[config.mk]
export PLATFORM = sky130hd
export DESIGN_NAME = rf_wb_scoreboard
export DESIGN_NICKNAME = d
export VERILOG_FILES = /design/src/rtl/rf_wb_scoreboard_pkg.sv /design/src/rtl/rf_busy_table.sv /design/src/rtl/rf_wb_scoreboard.sv
export SDC_FILE = /design/constraint.sdc
export NUM_CORES = 1
export LEC_CHECK = 0
export CAP_MARGIN = 20
export CORE_MARGIN = 10
export CORE_UTILIZATION = 53
export DETAILED_ROUTE_END_ITERATION = 10
export GPL_ROUTABILITY_DRIVEN = 0
export PLACE_DENSITY_LB_ADDON = 0.2
export SKIP_LAST_GASP = 1
export SYNTH_ARGS = -nofsm -noshare
export SYNTH_HDL_FRONTEND = slang
export SYNTH_SLANG_ARGS = --single-unit
[constraint.sdc]
create_clock -name clk -period 6.2 [get_ports clk]
set_input_delay 1.24 -clock clk [delete_from_list [all_inputs] [get_ports clk]]
set_output_delay 1.24 -clock clk [all_outputs]
set_load 0.01 [all_outputs]
[src/rtl/rf_wb_scoreboard_pkg.sv]
// Shared widths and the write-back entry type for the register file write-back path.
package rf_wb_scoreboard_pkg;
   localparam int REG_ADDR_W = 5;
   localparam int DATA_W     = 32;
   localparam int NUM_REGS   = 32;

   typedef logic [REG_ADDR_W-1:0] reg_addr_t;
   typedef logic [DATA_W-1:0]     data_t;

   typedef struct packed {
      reg_addr_t rd;
      data_t     data;
   } wb_entry_t;
endpackage

[src/rtl/rf_busy_table.sv]
// Busy-bit scoreboard for pending long-latency destinations; register 0 is never busy.
module rf_busy_table
   import rf_wb_scoreboard_pkg::*;
(
   input  logic                clk,
   input  logic                rst,
   input  logic                set_en,
   input  reg_addr_t           set_reg,
   input  logic                clr_en,
   input  reg_addr_t           clr_reg,
   input  reg_addr_t           rd_a,
   input  reg_addr_t           rd_b,
   input  reg_addr_t           rd_c,
   output logic                busy_a,
   output logic                busy_b,
   output logic                busy_c,
   output logic [NUM_REGS-1:0] busy_vec
);
   logic [NUM_REGS-1:0] busy, set_mask, clr_mask;

   always_comb begin
      set_mask = '0;
      clr_mask = '0;
      if (set_en) set_mask[set_reg] = 1'b1;
      if (clr_en) clr_mask[clr_reg] = 1'b1;
      set_mask[0] = 1'b0;
   end

   // Set is applied after clear so a new issue wins over a same-cycle drain.
   always_ff @(posedge clk) begin
      if (rst) busy <= '0;
      else     busy <= (busy & ~clr_mask) | set_mask;
   end

   assign busy_a   = busy[rd_a];
   assign busy_b   = busy[rd_b];
   assign busy_c   = busy[rd_c];
   assign busy_vec = busy;
endmodule

[src/rtl/rf_wb_scoreboard.sv]
// Register file write-port arbiter: ALU stream always wins, one mul/div result is held
// until a free slot, with starvation bubble request and decode hazard stall.
module rf_wb_scoreboard
   import rf_wb_scoreboard_pkg::*;
#(
   parameter int STARVE_LIMIT = 4,
   parameter int CNT_W        = 3
) (
   input  logic              clk,
   input  logic              rst,
   input  logic              alu_wb_valid,
   input  logic [4:0]        alu_wb_reg,
   input  logic [31:0]       alu_wb_data,
   input  logic              md_valid,
   input  logic [4:0]        md_reg,
   input  logic [31:0]       md_data,
   output logic              md_ready,
   input  logic              issue_valid,
   input  logic [4:0]        issue_reg,
   input  logic [4:0]        chk_rs,
   input  logic [4:0]        chk_rt,
   input  logic [4:0]        chk_rd,
   output logic              hazard_stall,
   output logic              wb_stall_req,
   output logic              reg_write,
   output logic [4:0]        write_reg,
   output logic [31:0]       write_data
);
   localparam logic [CNT_W-1:0] LIMIT = CNT_W'(STARVE_LIMIT);

   logic                hold_valid;
   wb_entry_t           hold;
   logic [CNT_W-1:0]    starve_cnt;
   logic                drain, accept, set_en, hazard_raw;
   logic                busy_rs, busy_rt, busy_rd;
   logic [NUM_REGS-1:0] busy_vec;

   assign drain      = !rst && hold_valid && !alu_wb_valid;
   assign md_ready   = !rst && (!hold_valid || drain);
   assign accept     = md_valid && md_ready;
   assign hazard_raw = busy_rs || busy_rt || busy_rd || (issue_valid && busy_vec[issue_reg]);
   assign hazard_stall = !rst && hazard_raw;
   assign set_en     = !rst && issue_valid && (issue_reg != '0) && !hazard_raw;
   assign wb_stall_req = !rst && hold_valid && (starve_cnt == LIMIT);

   always_comb begin
      reg_write  = 1'b0;
      write_reg  = '0;
      write_data = '0;
      if (!rst) begin
         if (alu_wb_valid) begin
            reg_write  = 1'b1;
            write_reg  = alu_wb_reg;
            write_data = alu_wb_data;
         end else if (hold_valid) begin
            reg_write  = 1'b1;
            write_reg  = hold.rd;
            write_data = hold.data;
         end
      end
   end

   always_ff @(posedge clk) begin
      if (rst) begin
         hold_valid <= 1'b0;
         hold       <= '0;
      end else if (accept) begin
         hold_valid <= 1'b1;
         hold       <= '{rd: md_reg, data: md_data};
      end else if (drain) begin
         hold_valid <= 1'b0;
      end
   end

   always_ff @(posedge clk) begin
      if (rst || !hold_valid || drain) starve_cnt <= '0;
      else if (alu_wb_valid && starve_cnt != LIMIT) starve_cnt <= starve_cnt + 1'b1;
   end

   rf_busy_table u_busy (
      .clk      (clk),
      .rst      (rst),
      .set_en   (set_en),
      .set_reg  (issue_reg),
      .clr_en   (drain),
      .clr_reg  (hold.rd),
      .rd_a     (chk_rs),
      .rd_b     (chk_rt),
      .rd_c     (chk_rd),
      .busy_a   (busy_rs),
      .busy_b   (busy_rt),
      .busy_c   (busy_rd),
      .busy_vec (busy_vec)
   );
endmodule

# After elaboration in Yosys (flattened, before gate mapping)
# Index checks and enable logic that the tools add are counted.
# word_totals
ff_bits	73
inputBits	99
# classes
addsub	1
order_cmp	7
n_eq_ne	2
n_mux	25
n_bitwise	3
reduce_logical	25
# op_table
op	count
two-way mux 32 bit	5
bitwise AND 32 bit	1
NOT 32 bit	1
OR 32 bit	1
less-than comparator 5 x 6 -> 1 bit (second input constant)	5
binary-select mux 1 bit (select 5 bit)	4
two-way mux 5 bit	3
logical AND 1 bit	13
two-way mux 1 bit	11
demux 1 bit (select 5 bit)	2
>= comparator 5 x 1 -> 1 bit (second input constant)	2
logical OR 1 bit	6
nonzero test 5 bit	1
logical NOT 1 bit	4
adder 3 x 1 -> 3 bit (second input constant)	1
== test 3 bit (second input constant)	1
!= test 3 bit (second input constant)	1
nonzero test 2 bit	1

# Depth between registers and ports, before layout
# logic_depth
ltp_word	9
ltp_mapped	10

# Modules after synthesis
# From an unflattened synthesis, not the netlist that was laid out.
# unflattened
cells_unflattened	564
hier_area_um2	4535.6
# modules_own_cells
module	n_inst	cells_each	area_each_um2
rf_wb_scoreboard	1	281	2282.2
rf_busy_table	1	283	2253.4

# Least setup slack after synthesis
# Ideal clock, no wire load.
# synth_path
kind	in2out
startpoint	in chk_rd[1]
endpoint	out hazard_stall
t_arrival_ns	2.633
path_slack_ns	2.327
stages	8
cell_sequence	clkbuf_1 -> buf_2 -> mux2i_1 -> a211oi_1 -> nand3_1 -> nand4_1 -> nor3_1 -> a21oi_1
# synth_via
elab_chain_len	5
# synth_rtl
item	line	text
start, declared	rf_wb_scoreboard.sv:22	input logic [4:0] chk_rd,
binary-select mux 1 bit (select 5 bit)	rf_busy_table.sv:37	assign busy_c = busy[rd_c];
two-way mux 1 bit (not written as such)	rf_busy_table.sv:37	
logical OR 1 bit (2 in a row)	rf_wb_scoreboard.sv:41	assign hazard_raw = busy_rs || busy_rt || busy_rd || (issue_valid && busy_vec[issue_reg]);
logical AND 1 bit	rf_wb_scoreboard.sv:42	assign hazard_stall = !rst && hazard_raw;
end, declared	rf_wb_scoreboard.sv:23	output logic hazard_stall,
# Every way passes these cells. The select of a mux whose other input is x is not followed.

# Worst setup path in the final report
# layout_path
startpoint	in issue_reg[0]
endpoint	out hazard_stall
# layout_via
elab_chain_len	5
# layout_rtl
item	line	text
start, declared	rf_wb_scoreboard.sv:19	input logic [4:0] issue_reg,
binary-select mux 1 bit (select 5 bit)	rf_wb_scoreboard.sv:41	
two-way mux 1 bit (not written as such)	rf_wb_scoreboard.sv:41	
logical AND 1 bit	rf_wb_scoreboard.sv:41	
logical OR 1 bit	rf_wb_scoreboard.sv:41	
logical AND 1 bit	rf_wb_scoreboard.sv:42	
# Every way passes these cells. The select of a mux whose other input is x is not followed.

==> reports/results.md <==
| Quantity | This run | Unit |
|:---|:---|:---|
| Highest-delay cell along the critical path | sky130_fd_sc_hd__clkdlybuf4s50_1 | - |
| DIE HEIGHT | 117 | µm |
| TritonCTS clock tree | done | - |
| # IOs | 140 | - |
| Leakage power summed over all cells | 2.58 | nW |
| Number of instances on the worst hold path | 2 | - |
| Number of distinct standard cells referenced by the synthesized netlist | 41 | - |
| Final max-slew violation count | 0 | - |
| Fraction of layout instances using a drive strength above 1 | 0.0560 | - |
| Top-area cell type share of the netlist area | 0.292 | - |
| Slowest stage delay, CP | 0.96 | ns |
| Number of design-rule violations left by the first detailed-router iteration | 527 | - |
| Power density over the cells | 184 | nW/µm² |
| WS Path Type | input pin to output port | - |
| Number of CTS-inserted buffers | 9 | - |
| DRC violations left | 0 | - |
| Area growth, synth to finish | 31.9 | % |
| Total number of vias | 5392 | - |
| Status | completed | - |
| Total power | 0.00122 | W |
| DRT Wirelength | 16400 | µm |
| Critical path data required time | 4.96 | ns |
| Total buffers and inverters traversed by the critical path | 2 | - |
| Antenna fix cells | 0 | - |
| Final sum of negative setup slack | 0 | ns |
| Area of all sequential standard cells | 1460 | µm² |
| Max Clock Skew | 0.00749 | ns |
| Kind of launch point of the worst setup path | input pin | - |
| NumNets Final | 899 | - |
| Total of warnings raised by yosys | 0 | - |
| Slew headroom | 0.275 | - |
| Global routing usage summed across all routing layers | 0.232 | - |
| Worst path top cell family by delay | buffers and inverters | - |
| Clock sink count | 73 | - |
| Fin crit share | 0.835 | - |
| Maximum fanout along the worst path | 17 | - |
| GRT overflow | 0 | - |
| Die boundary width | 117 | µm |
| Placed Cells incl. Taps | 897 | - |
| Final Hold Viols | 0 | - |
| Number of antenna violations at the first check in global routing | 0 | - |
| Shortest period the worst path allows | 5.18 | ns |
| Worst Max-Slew Pin Slew | 1.09 | ns |
| Most instantiated library cell after synthesis | sky130_fd_sc_hd__nand2_1 | - |
| Global-route wire length before repair | 25700 | µm |
| Top cell type by total area after synthesis | sky130_fd_sc_hd__dfxtp_1 | - |
| Buffers inserted by post-CTS timing repair | 0 | - |
| Detailed placer's ending HPWL | 11900 | µm |
| Final antenna-violating net count | 0 | - |
| Initial standard-cell utilization of the core | 0.544 | - |
| Flip-flop and latch count after synthesis | 73 | - |
| Multi-input gate area in the final layout | 3280 | µm² |
| IO buf count | 139 | - |
| Number of H-tree branching levels | 3 | - |
| Filler Cell Count | 737 | - |
| Type of element capturing the critical path | output port | - |
| Insertion delay to the later sink of the worst-skew pair | 0.35 | ns |
| Via count of the first global-routing pass | 5285 | - |
| Worst EP arrival | 3.94 | ns |
| Min-Delay Path Class | flop to flop | - |
| Full die area | 13700 | µm² |
| Deepest clock path buffer count | 2 | - |
| Max frequency | 193 | MHz |
| Mean post-synth cell area | 7.21 | µm² |
| Vias per std cell | 5.90 | - |
| Cell mode on critical path | sky130_fd_sc_hd__clkdlybuf4s50_1 | - |
| Pin count of the biggest net entering global routing | 53 | - |
| Maximum capacitance violations | 0 | - |
| Number of non-filler instances in the completed layout | 914 | - |
| Most frequent cells after synthesis | sky130_fd_sc_hd__nand2_1, sky130_fd_sc_hd__nor2_1, sky130_fd_sc_hd__dfxtp_1, sky130_fd_sc_hd__a21oi_1, sky130_fd_sc_hd__mux2i_1 | - |
| Final worst hold slack | 0.476 | ns |
| Post_cts resized | 0 | - |
| Leading register cell type out of synthesis | sky130_fd_sc_hd__dfxtp_1 | - |
| Number of enable-type register cells in the synthesized netlist | 0 | - |
| FF-to-FF path depth | 6 | - |
| Final routed wire length divided by cell count | 18.0 | µm |
| RSZ-0062 raised after global routing | no | - |
| Cell area after technology mapping | 5000 | µm² |
| Proportion of synthesized chip area in sequential cells | 0.292 | - |
| Setup-violating endpoint count in the final report | 0 | - |
| Cell-by-cell trace of the critical path | clkdlybuf4s50_1, mux2_2, a222oi_1, a22o_1, nand4_1, nand2_1, a21oi_1, clkdlybuf4s50_1 | - |
| Cells taking the most area after synthesis | sky130_fd_sc_hd__dfxtp_1, sky130_fd_sc_hd__nand2_1, sky130_fd_sc_hd__mux2i_1 | - |
| Proportion of register bits with asynchronous set or reset after synthesis | 0 | - |
| Router iterations before antenna repair | 5 | - |
| Number of hold buffers added after cts | 0 | - |
| Core area | 9200 | µm² |
| Post-Syn Nets | 795 | - |
| Max IR drop VDD | 0.000149 | V |
| Std cell rows | 35 | - |
| Syn Inst Count | 694 | - |
| Number of stages on the worst setup path | 8 | - |
| Root buffer cell | sky130_fd_sc_hd__clkbuf_8 | - |
| Register clock-pin slew on the reported worst setup and hold paths | 0.08 | ns |
[tightest hold or removal path, stage by stage, from the launching register on]
cell and delay (ns):
sky130_fd_sc_hd__dfxtp_1 0.32, sky130_fd_sc_hd__nand3b_1 0.07, sky130_fd_sc_hd__nand2_1 0.05
[state kept, by name (all words and copies together) (netlist names)]
| name | cells |
|---|---|
| starve_cnt | 3 |
| hold | 37 |
| u_busy.busy_vec | 32 |
| hold_valid | 1 |
[cells in the final DEF (no fill, tap or decap), drive strengths merged, types with 9 or more instances in the layout]
master,netlist,final
buf,14,9
nand3,17,17
o31ai,24,24
nand2,141,141
nor2b,37,37
dfxtp,73,73
nand2b,11,11
mux2,10,10
nand3b,44,44
o21ai,38,38
clkdlybuf4s50,0,137
a22oi,11,11
clkbuf,40,10
mux2i,45,45
a21oi,49,49
nor2,91,91
[routing by layer]
metal / global-route usage / vias to the layer above / share of wire
met5: 0 / - / 0
met4: 0.0980 / 0 / 0.036
met3: 0.0836 / 65 / 0.093
met2: 0.387 / 224 / 0.48
met1: 0.263 / 2493 / 0.40
li1: - / 2610 / -
[cells by family (layout without fill, tap and decap cells)]
logic type	Yosys count	after routing	share of synthesized area
compound gates	130	130	0.154
xor+xnor	1	1	0.00175
simple gates	371	371	0.359
flops	73	73	0.292
fa+ha+maj	2	2	0.00500
buf+inv	57	166	0.0525
mux	60	60	0.136
[report_power, final]
group          internal, W  total (W)  switching [W]  leakage, nW
clock network     0.000272   0.000463       0.000191        0.122
registers         0.000488   0.000505      0.0000172        0.596
logic             0.000127   0.000248       0.000121         1.86
total             0.000888    0.00122       0.000329         2.58
[metrics by stage]
step / cell area [µm²] / utilization / setup WS [ns]
3_3_place_gp: 6320 / 0.687 / 1.12
5_1_grt: 6600 / 0.718 / 0.855
4_1_cts: 6590 / 0.717 / 1.03
2_1_floorplan: 5000 / - / 2.33
6_report: 6600 / 0.718 / 1.02
3_5_place_dp: 6340 / 0.690 / 1.03
[cell type report]
cell class                 count  area share
multi-input combinational    564       0.497
sequential                    73       0.221
timing repair buffer         147       0.221
tap                          111      0.0210
clock inverter                 7      0.0192
clock buffer                   9      0.0188
inverter                       3     0.00171
[worst paths after layout]
| path | start | endpoint | slack (ns) |
|---|---|---|---|
| max | issue_reg[0] | hazard_stall | 1.02 |
| min | hold[11]$_SDFFE_PP0P_ | hold[11]$_SDFFE_PP0P_ | 0.48 |
| max reg2reg | u_busy.busy_vec[19]$_SDFF_PP0_ | u_busy.busy_vec[22]$_SDFF_PP0_ | 3.15 |
| min reg2reg | hold[11]$_SDFFE_PP0P_ | hold[11]$_SDFFE_PP0P_ | 0.48 |
Power figures use the tool's default switching activity.
